--- config.mk ---
export PLATFORM = sky130hd
export DESIGN_NAME = brisc_seq_ctrl
export DESIGN_NICKNAME = d
export VERILOG_FILES = /design/src/rtl/brisc_pkg.sv /design/src/rtl/brisc_decode.sv /design/src/rtl/brisc_seq_ctrl.sv
export SDC_FILE = /design/constraint.sdc
export NUM_CORES = 1
export LEC_CHECK = 0
export CORE_MARGIN = 2
export CORE_UTILIZATION = 45
export CTS_BUF_LIST = sky130_fd_sc_hd__clkbuf_2
export DETAILED_ROUTE_END_ITERATION = 12
export PLACE_DENSITY = 0.69
export SYNTH_ARGS = -nofsm -noshare
export SYNTH_HDL_FRONTEND = slang
export SYNTH_HIERARCHICAL = 1
export SYNTH_SLANG_ARGS = --single-unit
--- constraint.sdc ---
create_clock -name clk -period 3.6 [get_ports clk]
set_input_delay 0.36 -clock clk [delete_from_list [all_inputs] [get_ports clk]]
set_output_delay 0.36 -clock clk [all_outputs]
set_load 0.01 [all_outputs]
--- src/rtl/brisc_pkg.sv ---
// Shared definitions for the BRISC control sequencer: opcodes, operand-select codes, ALU ops, FSM states.
// Latency: n/a (constants and types only).
// Backpressure: n/a.
package brisc_pkg;

    // Opcodes, instr[15:12]
    localparam logic [3:0] OP_NOP  = 4'h0;
    localparam logic [3:0] OP_ADD  = 4'h1;
    localparam logic [3:0] OP_ADDI = 4'h2;
    localparam logic [3:0] OP_LDI  = 4'h3;
    localparam logic [3:0] OP_LD   = 4'h4;
    localparam logic [3:0] OP_ST   = 4'h5;
    localparam logic [3:0] OP_JMP  = 4'h6;
    localparam logic [3:0] OP_JAL  = 4'h7;
    localparam logic [3:0] OP_BEQZ = 4'h8;
    localparam logic [3:0] OP_HALT = 4'hF;

    // ALU operand-B select
    localparam logic [1:0] IMM_REG = 2'd0;
    localparam logic [1:0] IMM_IMM = 2'd1;
    localparam logic [1:0] IMM_PC1 = 2'd2;

    // ALU operations
    localparam logic [2:0] ALU_PASSB = 3'd0;
    localparam logic [2:0] ALU_ADD   = 3'd1;
    localparam logic [2:0] ALU_SUB   = 3'd2;
    localparam logic [2:0] ALU_AND   = 3'd3;
    localparam logic [2:0] ALU_OR    = 3'd4;

    typedef enum logic [2:0] {
        ST_FETCH  = 3'd0,
        ST_DECODE = 3'd1,
        ST_EXEC   = 3'd2,
        ST_MEM    = 3'd3,
        ST_WB     = 3'd4,
        ST_HALT   = 3'd5
    } state_e;

    // Per-opcode control bundle produced by the decoder
    typedef struct packed {
        logic [1:0] imm_ctl;
        logic [2:0] alu_op;
        logic       wb_sel;
        logic       writes_reg;
        logic       is_mem;
        logic       is_store;
        logic       is_jump;
        logic       is_branch;
        logic       is_halt;
        logic       illegal;
    } dec_t;

endpackage

--- src/rtl/brisc_decode.sv ---
// Combinational opcode-to-control lookup for the BRISC sequencer.
// Latency: 0 cycles (pure combinational).
// Backpressure: none; output follows the opcode input.
// Ports: opcode (instr[15:12]) in, ctl (dec_t control bundle) out.
module brisc_decode
    import brisc_pkg::*;
(
    input  logic [3:0] opcode,
    output dec_t       ctl
);

    always_comb begin
        ctl = '0;
        unique case (opcode)
            OP_NOP:  ;
            OP_ADD:  begin ctl.imm_ctl = IMM_REG; ctl.alu_op = ALU_ADD;   ctl.writes_reg = 1'b1; end
            OP_ADDI: begin ctl.imm_ctl = IMM_IMM; ctl.alu_op = ALU_ADD;   ctl.writes_reg = 1'b1; end
            OP_LDI:  begin ctl.imm_ctl = IMM_IMM; ctl.alu_op = ALU_PASSB; ctl.writes_reg = 1'b1; end
            OP_LD:   begin
                ctl.imm_ctl    = IMM_IMM;
                ctl.alu_op     = ALU_PASSB;
                ctl.wb_sel     = 1'b1;
                ctl.writes_reg = 1'b1;
                ctl.is_mem     = 1'b1;
            end
            OP_ST:   begin ctl.imm_ctl = IMM_IMM; ctl.alu_op = ALU_PASSB; ctl.is_mem = 1'b1; ctl.is_store = 1'b1; end
            OP_JMP:  begin ctl.imm_ctl = IMM_IMM; ctl.is_jump = 1'b1; end
            // JAL links pc+1 through the operand mux, so it writes rd as well as jumping
            OP_JAL:  begin ctl.imm_ctl = IMM_PC1; ctl.alu_op = ALU_PASSB; ctl.writes_reg = 1'b1; ctl.is_jump = 1'b1; end
            OP_BEQZ: begin ctl.imm_ctl = IMM_REG; ctl.alu_op = ALU_PASSB; ctl.is_branch = 1'b1; end
            OP_HALT: ctl.is_halt = 1'b1;
            default: ctl.illegal = 1'b1;   // behaves as NOP apart from the error flag
        endcase
    end

endmodule

--- src/rtl/brisc_seq_ctrl.sv ---
// Multi-cycle BRISC control sequencer: owns the PC, fetches, decodes and drives datapath/memory controls.
// Latency: 4 cycles per non-memory instruction, 5 + ack-wait cycles for LD/ST (zero-wait fetch).
// Backpressure: waits in FETCH for instr_valid; waits in MEM for mem_ack up to MEM_TIMEOUT cycles, then aborts.
// Ports: clk/reset; instr_req/instr_valid/instr fetch handshake; pc; imm_ctl/immediate/rd_sel/alu_op to
//        the datapath; zero_flag from the ALU; reg_we/wb_sel to the register file; mem_req/mem_we/mem_ack
//        data-memory handshake; halted, sticky err[1:0], retired counter.
module brisc_seq_ctrl
    import brisc_pkg::*;
#(
    parameter logic [7:0] PC_RESET    = 8'h00,
    parameter int         MEM_TIMEOUT = 16
) (
    input  logic        clk,
    input  logic        reset,
    output logic        instr_req,
    input  logic        instr_valid,
    input  logic [15:0] instr,
    output logic [7:0]  pc,
    output logic [1:0]  imm_ctl,
    output logic [7:0]  immediate,
    output logic [3:0]  rd_sel,
    output logic [2:0]  alu_op,
    input  logic        zero_flag,
    output logic        reg_we,
    output logic        wb_sel,
    output logic        mem_req,
    output logic        mem_we,
    input  logic        mem_ack,
    output logic        halted,
    output logic [1:0]  err,
    output logic [15:0] retired
);

    localparam logic [7:0] TMO_LAST = 8'(MEM_TIMEOUT - 1);

    state_e      state_q, state_d;
    logic [15:0] ir_q, ir_d;
    logic [7:0]  pc_q, pc_d;
    logic [1:0]  imm_ctl_q, imm_ctl_d;
    logic [7:0]  imm_q, imm_d;
    logic [3:0]  rd_q, rd_d;
    logic [2:0]  alu_q, alu_d;
    logic        wb_sel_q, wb_sel_d;
    logic        reg_we_q, reg_we_d;
    logic        mem_req_q, mem_req_d;
    logic        mem_we_q, mem_we_d;
    logic        halted_q, halted_d;
    logic [1:0]  err_q, err_d;
    logic [15:0] retired_q, retired_d;
    logic [7:0]  tmo_q, tmo_d;
    logic        zero_q, zero_d;

    dec_t dec;

    // IR is stable from DECODE through WB, so the decode is reused in every later state
    brisc_decode u_decode (
        .opcode (ir_q[15:12]),
        .ctl    (dec)
    );

    always_comb begin
        state_d   = state_q;
        ir_d      = ir_q;
        pc_d      = pc_q;
        imm_ctl_d = imm_ctl_q;
        imm_d     = imm_q;
        rd_d      = rd_q;
        alu_d     = alu_q;
        wb_sel_d  = wb_sel_q;
        halted_d  = halted_q;
        err_d     = err_q;
        retired_d = retired_q;
        tmo_d     = tmo_q;
        zero_d    = zero_q;
        // Strobes are asserted only for the cycle their target state is entered
        reg_we_d  = 1'b0;
        mem_req_d = 1'b0;
        mem_we_d  = 1'b0;

        unique case (state_q)
            ST_FETCH: begin
                if (instr_valid) begin
                    ir_d    = instr;
                    state_d = ST_DECODE;
                end
            end
            ST_DECODE: begin
                imm_ctl_d = dec.imm_ctl;
                imm_d     = ir_q[7:0];
                rd_d      = ir_q[11:8];
                alu_d     = dec.alu_op;
                wb_sel_d  = dec.wb_sel;
                if (dec.illegal) err_d[0] = 1'b1;
                state_d   = ST_EXEC;
            end
            ST_EXEC: begin
                zero_d = zero_flag;
                tmo_d  = '0;
                if (dec.is_mem) begin
                    state_d   = ST_MEM;
                    mem_req_d = 1'b1;
                    mem_we_d  = dec.is_store;
                end else if (dec.is_halt) begin
                    state_d  = ST_HALT;
                    halted_d = 1'b1;
                end else begin
                    state_d  = ST_WB;
                    reg_we_d = dec.writes_reg;
                end
            end
            ST_MEM: begin
                // An ack on the final allowed cycle still counts as success
                if (mem_ack) begin
                    state_d  = ST_WB;
                    reg_we_d = dec.writes_reg;
                end else if (tmo_q == TMO_LAST) begin
                    err_d[1] = 1'b1;
                    state_d  = ST_WB;
                end else begin
                    tmo_d     = tmo_q + 8'd1;
                    mem_req_d = 1'b1;
                    mem_we_d  = dec.is_store;
                end
            end
            ST_WB: begin
                if (dec.is_jump || (dec.is_branch && zero_q)) pc_d = imm_q;
                else                                          pc_d = pc_q + 8'd1;
                retired_d = retired_q + 16'd1;
                state_d   = ST_FETCH;
            end
            ST_HALT: ;
            default: state_d = ST_FETCH;
        endcase
    end

    always_ff @(posedge clk) begin
        if (reset) begin
            state_q   <= ST_FETCH;
            ir_q      <= '0;
            pc_q      <= PC_RESET;
            imm_ctl_q <= IMM_REG;
            imm_q     <= '0;
            rd_q      <= '0;
            alu_q     <= ALU_PASSB;
            wb_sel_q  <= 1'b0;
            reg_we_q  <= 1'b0;
            mem_req_q <= 1'b0;
            mem_we_q  <= 1'b0;
            halted_q  <= 1'b0;
            err_q     <= '0;
            retired_q <= '0;
            tmo_q     <= '0;
            zero_q    <= 1'b0;
        end else begin
            state_q   <= state_d;
            ir_q      <= ir_d;
            pc_q      <= pc_d;
            imm_ctl_q <= imm_ctl_d;
            imm_q     <= imm_d;
            rd_q      <= rd_d;
            alu_q     <= alu_d;
            wb_sel_q  <= wb_sel_d;
            reg_we_q  <= reg_we_d;
            mem_req_q <= mem_req_d;
            mem_we_q  <= mem_we_d;
            halted_q  <= halted_d;
            err_q     <= err_d;
            retired_q <= retired_d;
            tmo_q     <= tmo_d;
            zero_q    <= zero_d;
        end
    end

    assign instr_req = (state_q == ST_FETCH);
    assign pc        = pc_q;
    assign imm_ctl   = imm_ctl_q;
    assign immediate = imm_q;
    assign rd_sel    = rd_q;
    assign alu_op    = alu_q;
    assign reg_we    = reg_we_q;
    assign wb_sel    = wb_sel_q;
    assign mem_req   = mem_req_q;
    assign mem_we    = mem_we_q;
    assign halted    = halted_q;
    assign err       = err_q;
    assign retired   = retired_q;

endmodule

==> results of run 1 <==
## critical path: cells and delay by family, from the launching register on
| family | cells | cell delay [ps] |
|---|---|---|
| simple gates | 3 | 1810 |
| flops | 1 | 570 |
| compound gates | 1 | 150 |
## sequential cells by signal, indices dropped and copies added (netlist names), 2 cells and up
name	flops
ir_q	16
retired	16
immediate	8
pc	8
tmo_q	8
rd_sel	4
alu_op	3
state_q	3
err	2
imm_ctl	2
## cell families after synthesis
group / Yosys count
compound gates: 98
xor+xnor: 11
fa+ha+maj: 3
buf+inv: 34
flops: 76
mux: 1
other cells: 1
simple gates: 191
## layer usage
layer | global-route usage, % | vias up | routed length [um] | share of wire (%)
met3 | 7.71 | 8 | 465 | 6.2
met2 | 30.2 | 84 | 3430 | 46
li1 | - | 1564 | - | -
met5 | 0 | - | 0 | 0
met1 | 23.6 | 1406 | 3530 | 47
met4 | 4.36 | 0 | 60 | 0.80
## cells in the mapped netlist (3+ instances only)
master | number | area share (%)
a22oi_1 | 3 | 0.68
and4_1 | 4 | 1.1
or4_1 | 8 | 1.8
a31oi_1 | 6 | 1.1
ha_1 | 3 | 1.1
dfxtp_1 | 76 | 46
o211a_1 | 3 | 0.90
xor2_1 | 3 | 0.79
xnor2_1 | 8 | 2.1
and2_1 | 3 | 0.56
nor2_1 | 26 | 2.9
nor3b_1 | 5 | 1.1
or3_1 | 5 | 0.94
o21ai_0 | 11 | 1.7
and3_1 | 3 | 0.56
o211ai_1 | 5 | 1.1
nor4_1 | 3 | 0.56
nand2b_1 | 3 | 0.56
nand3_1 | 10 | 1.5
o31ai_1 | 6 | 1.4
clkbuf_1 | 18 | 2.0
nand4_1 | 8 | 1.5
inv_1 | 7 | 0.79
buf_4 | 3 | 0.68
a21oi_1 | 54 | 8.1
nor3_1 | 10 | 1.5
nand2_1 | 94 | 11
## where the power goes
group | internal [W] | switching [W]
logic | 0.0000908 | 0.000112
registers | 0.000874 | 0.0000384
clock network | 0.000291 | 0.000281
## placed cells by master, fill, tap and decap left out, types with 4 or more instances in the layout
cell type,synthesis,layout
xnor2_1,8,8
nand2_1,94,94
a21oi_1,54,54
o21ai_0,11,11
nor2_1,26,26
clkdlybuf4s50_1,0,68
o211ai_1,5,5
a31oi_1,6,6
nand4_1,8,8
or3_1,5,5
nor3b_1,5,5
and4_1,4,4
dfxtp_1,76,76
or4_1,8,8
clkbuf_2,1,9
nand3_1,10,10
o31ai_1,6,6
nor3_1,10,10
inv_1,7,7
## layout make-up
type                       instances  area (um2)
fill                             698        3020
multi-input combinational        306        1660
sequential                        76        1520
timing repair buffer              72         708
tap                               99         124
clock inverter                     6         104
clock buffer                       9        45.0
inverter                           8        30.0
## per-stage QoR
stage                     utilization [%]  total power [W]  hold slack, ps  cell area [um2]
after floorplan                         -          0.00106             432             3340
after global placement               56.0          0.00113             440             4040
after detailed placement             56.0          0.00113             447             4040
after CTS                            58.1          0.00170             208             4190
after global routing                 58.1          0.00177             225             4190
final                                58.1          0.00169             256             4190
## how the worst max path moves through the flow
stage | to | slack (ps)
after floorplan | retired[11] | 1530
after global placement | retired[15] | 1160
after detailed placement | retired[11] | 1070
after CTS | retired[11] | 1030
after global routing | retired[11] | 820
final | retired[11] | 1010
==> results.json, run 1 <==
{
  "yosys.area_share.simple_pct": 27.7,
  "floorplan.initialDensity_pct": 46.2,
  "clk_latency_ps": 510,
  "synth_top_family_by_area": "simple AND/OR/NAND/NOR gates",
  "ioPinCount": 70,
  "synth_edf_count": 0,
  "arrival_ps": 3030,
  "syn_area_um2": 3330,
  "hold_viol": 0,
  "post_cts_resized": 0,
  "ys_warn_count": 6,
  "fin_nets": 497,
  "grt_pass1_wl_um": 12800,
  "final_max_slew_viol_count": 0,
  "cts_tree": "built",
  "fin_cells": 576,
  "drtIter0Drc": 118,
  "worstMarginPinSlew_ps": 851,
  "grt_pass1_vias": 2842,
  "clkSinkCount": 76,
  "setup_violations": 0,
  "p_leak_nw": 1.46,
  "critPathCaptureType": "flip-flop",
  "grt_max_degree": 67,
  "hold_path_startpoint": "reset",
  "post_cts.repair.setup_buffers": 0,
  "diodes": 0,
  "required_ps": 4040,
  "core-area_um2": 7210,
  "fin_tns_setup_ps": 0,
  "startpoint": "state_q[2]",
  "cp_cell_sequence": "or3b_1, or4_1, or4_1, a21oi_1",
  "drive_gt1_share_pct": 5.03,
  "area_growth_syn_to_layout_pct": 25.7,
  "cts-root-buf": "clkbuf_2",
  "synth_xor_area_share_pct": 2.89,
  "via_per_inst": 5.32,
  "die_y_um": 90.1,
  "drc_errors": 0,
  "synthFlopType": "dfxtp_1",
  "rrSetupSlack_ps": 1010,
  "pre_cts_slack_ps": 1070,
  "rsz0062_at_grt": "false",
  "syn_inst": 415,
  "ys_ff_latch": 76,
  "hold_depth": 4,
  "cp-start-kind": "flip-flop",
  "final.period_utilization_pct": 71.9,
  "seq_area_frac_synth_pct": 45.6,
  "final.min_clock_period_ps": 2590,
  "final_antenna_net_count": 0,
  "hold_buffers": 0,
  "crit_path_frequent_cell": "or4_1",
  "min_to": "pc[4]",
  "fmax_mhz": 386,
  "die_w_um": 90.1,
  "grt_usage_pct": 18.8,
  "rr_startpoint": "state_q[2]",
  "r2r_cells": 4,
  "gp_congestion": 0.768,
  "r2r-end": "retired[11]",
  "portBuffers": 69,
  "htree_levels": 3,
  "wl_per_cell_um": 13.0,
  "vdd_drop_max_mv": 0.295,
  "critPathMaxStageDelay_ps": 730,
  "dp_hpwl_um": 5160,
  "dp_cells": 561,
  "drt-total-wl_um": 7490,
  "antenna_found_initial": 0,
  "worst-path-max-fanout": 18,
  "synth-adder-area-share_pct": 1.13,
  "status": "completed",
  "cts_inserted_buffers": 9,
  "synth_compound_area_share_pct": 17.6,
  "dr.pass1.iters": 4,
  "maxSlewHeadroom_pct": 42.5,
  "clk_pin_slew_ps": 180,
  "power.density_nw_per_um2": 403,
  "final.setup_skew_ps": 21.8,
  "avgSynthCellArea_um2": 8.03,
  "cpMaxStageDelayCell": "or4_1",
  "synth_cell_types": 49,
  "num_rows": 31,
  "vias": 3062,
  "overflow": 0,
  "max-cap-violations": 0,
  "synthMuxAreaShare_pct": 0.300,
  "setup_slack_ps": 1010,
  "clockBufferDepth": 2,
  "hp-class": "in -> reg",
  "synthArstFlopShare_pct": 0,
  "dieArea_um2": 8110,
  "critPathKind": "reg -> reg"
}
No activity file was read; power rests on OpenSTA's default activity.
==> inputs of run 2 (changes only) <==
==> constraint.sdc (replaced) <==
create_clock -name clk -period 2.5 [get_ports clk]
set_input_delay 0.25 -clock clk [delete_from_list [all_inputs] [get_ports clk]]
set_output_delay 0.25 -clock clk [all_outputs]
set_load 0.01 [all_outputs]
==> run 2 against run 1 <==
Against the previous run: critical path type unchanged; non-clock buffer count increased by 5; fmax increased by 17%; sequential cell count unchanged; power increased by 34%; clock skew increased by 2.7 ps; utilization about the same; via count increased by 0.91%; global-route usage increased by 0.64 points; clock power increased by 13%; worst setup slack got worse by 720 ps; highest routed layer unchanged.
==> results.json, run 2 (synthesis results as in run 1) <==
{
  "status": "completed",
  "drtIter0Drc": 167,
  "antenna_found_initial": 0,
  "power_w": 0.00226,
  "final.min_clock_period_ps": 2200,
  "hp-class": "in -> reg",
  "gp_congestion": 0.807,
  "crit_path_frequent_cell": "or4_1",
  "setup_violations": 0,
  "design_area_um2": 4190,
  "grt_max_degree": 52,
  "cts_inserted_buffers": 9,
  "pre_cts_slack_ps": 366,
  "power.density_nw_per_um2": 540,
  "vias": 3090,
  "cts_tree": "built",
  "dieArea_um2": 8110,
  "drive_gt1_share_pct": 6.63,
  "critPathCaptureType": "flip-flop",
  "diodes": 0,
  "worst-path-max-fanout": 12,
  "dpl_cell_area_um2": 4080,
  "clk_latency_ps": 520,
  "max-cap-violations": 0,
  "crit_buf_inv": 0,
  "portBuffers": 69,
  "p_leak_nw": 1.48,
  "cts-root-buf": "clkbuf_2",
  "die_w_um": 90.1,
  "final_cell_mix": "nand2_1 (94), dfxtp_1 (76), clkdlybuf4s50_1 (68)",
  "area_growth_syn_to_layout_pct": 25.7,
  "required_ps": 2970,
  "multi_input_area_um2": 1660,
  "dr.pass1.iters": 4,
  "cp_cell_sequence": "or3b_1, or4_1, or4_1, a21oi_1",
  "grt_pass1_wl_um": 13300,
  "rsz0062_at_grt": "false",
  "num-fill-cells": 691,
  "ioPinCount": 70,
  "final_antenna_net_count": 0,
  "core-area_um2": 7210,
  "vdd_drop_max_mv": 0.288,
  "crit_family": "simple AND/OR/NAND/NOR gates",
  "die_y_um": 90.1,
  "final.setup_skew_ps": 24.5,
  "fin_nets": 502,
  "critPathKind": "reg -> reg",
  "dp_hpwl_um": 5290,
  "hold_viol": 0,
  "via_per_inst": 5.31,
  "final_common_cell": "nand2_1",
  "htree_levels": 3,
  "clk_pin_slew_ps": 210,
  "num_rows": 31,
  "drc_errors": 0,
  "cpMaxStageDelayCell": "or4_1",
  "floorplan.initialDensity_pct": 46.2,
  "regArea_um2": 1520,
  "fmax_mhz": 454,
  "grt_pass1_vias": 2828,
  "wl_per_cell_um": 12.9,
  "worstMarginPinSlew_ps": 681,
  "fin_tns_setup_ps": 0,
  "cp-start-kind": "flip-flop",
  "clkSinkCount": 76,
  "setup_slack_ps": 297,
  "arrival_ps": 2670,
  "final.period_utilization_pct": 88.1,
  "maxSlewHeadroom_pct": 54.4,
  "overflow": 0,
  "final_max_slew_viol_count": 0,
  "drt-total-wl_um": 7490,
  "grt_usage_pct": 19.4,
  "critPathMaxStageDelay_ps": 670,
  "clockBufferDepth": 2
}
[run 2: cell count changes in the layout (fill, tap and decap cells not counted), sizes merged]
cell,change
buf,+5
clkinv,+2
bufinv,-2
clkbuf,+1
[run 2: final timing paths]
path | cells after the start | slack (ps) | start | end
worst min register to register | 2 | 460 | ir_q[11] | rd_sel[3]
worst max-delay path | 4 | 300 | state_q[1] | retired[15]
worst max register to register | 4 | 300 | state_q[1] | retired[15]
worst min-delay path | 2 | 90 | reset | retired[7]
[run 2: layout make-up]
class | count | share of cell area [%]
Sequential cell | 76 | 36.3
Clock buffer | 10 | 1.19
Clock inverter | 6 | 1.31
Inverter | 8 | 0.717
Multi-Input combinational cell | 306 | 39.7
Tap cell | 99 | 2.96
Timing Repair Buffer | 77 | 17.8
[run 2: power by group]
part           switching [W]  leakage (nW)  total [W]  internal, W
clock network       0.000423        0.0752   0.000650     0.000227
logic               0.000172         0.785   0.000308     0.000136
registers          0.0000455         0.616    0.00130      0.00126
[run 2: repair_timing]
item                                    CTS  global route
gates resized for setup                   0             1
hold buffers                              0             0
endpoints found under the setup margin    0             1
setup buffers                             0             0
[run 2: worst register-to-register path, stage by stage, from the launching register on]
cell and delay [ps]:
dfxtp_1 460, or3b_1 430, or4_1 670, or4_1 450
a21oi_1 160
[run 2: layer usage]
layer,GRT usage (%),up-vias,wire (um),part of all wire (%)
li1,-,1579,-,-
met1,25.5,1426,3520,47
met2,30.6,76,3480,46
met3,4.61,9,385,5.1
met4,8.21,0,103,1.4
met5,0,-,0,0
[run 2: metrics by stage]
stage               util [%]  hold slack (ps)  std cells
global route            58.1             92.6        582
floorplan                  -              386        416
finish                  58.1             93.4        582
global placement        56.6              440        566
CTS                     58.0             60.6        582
detailed placement      56.6              447        566
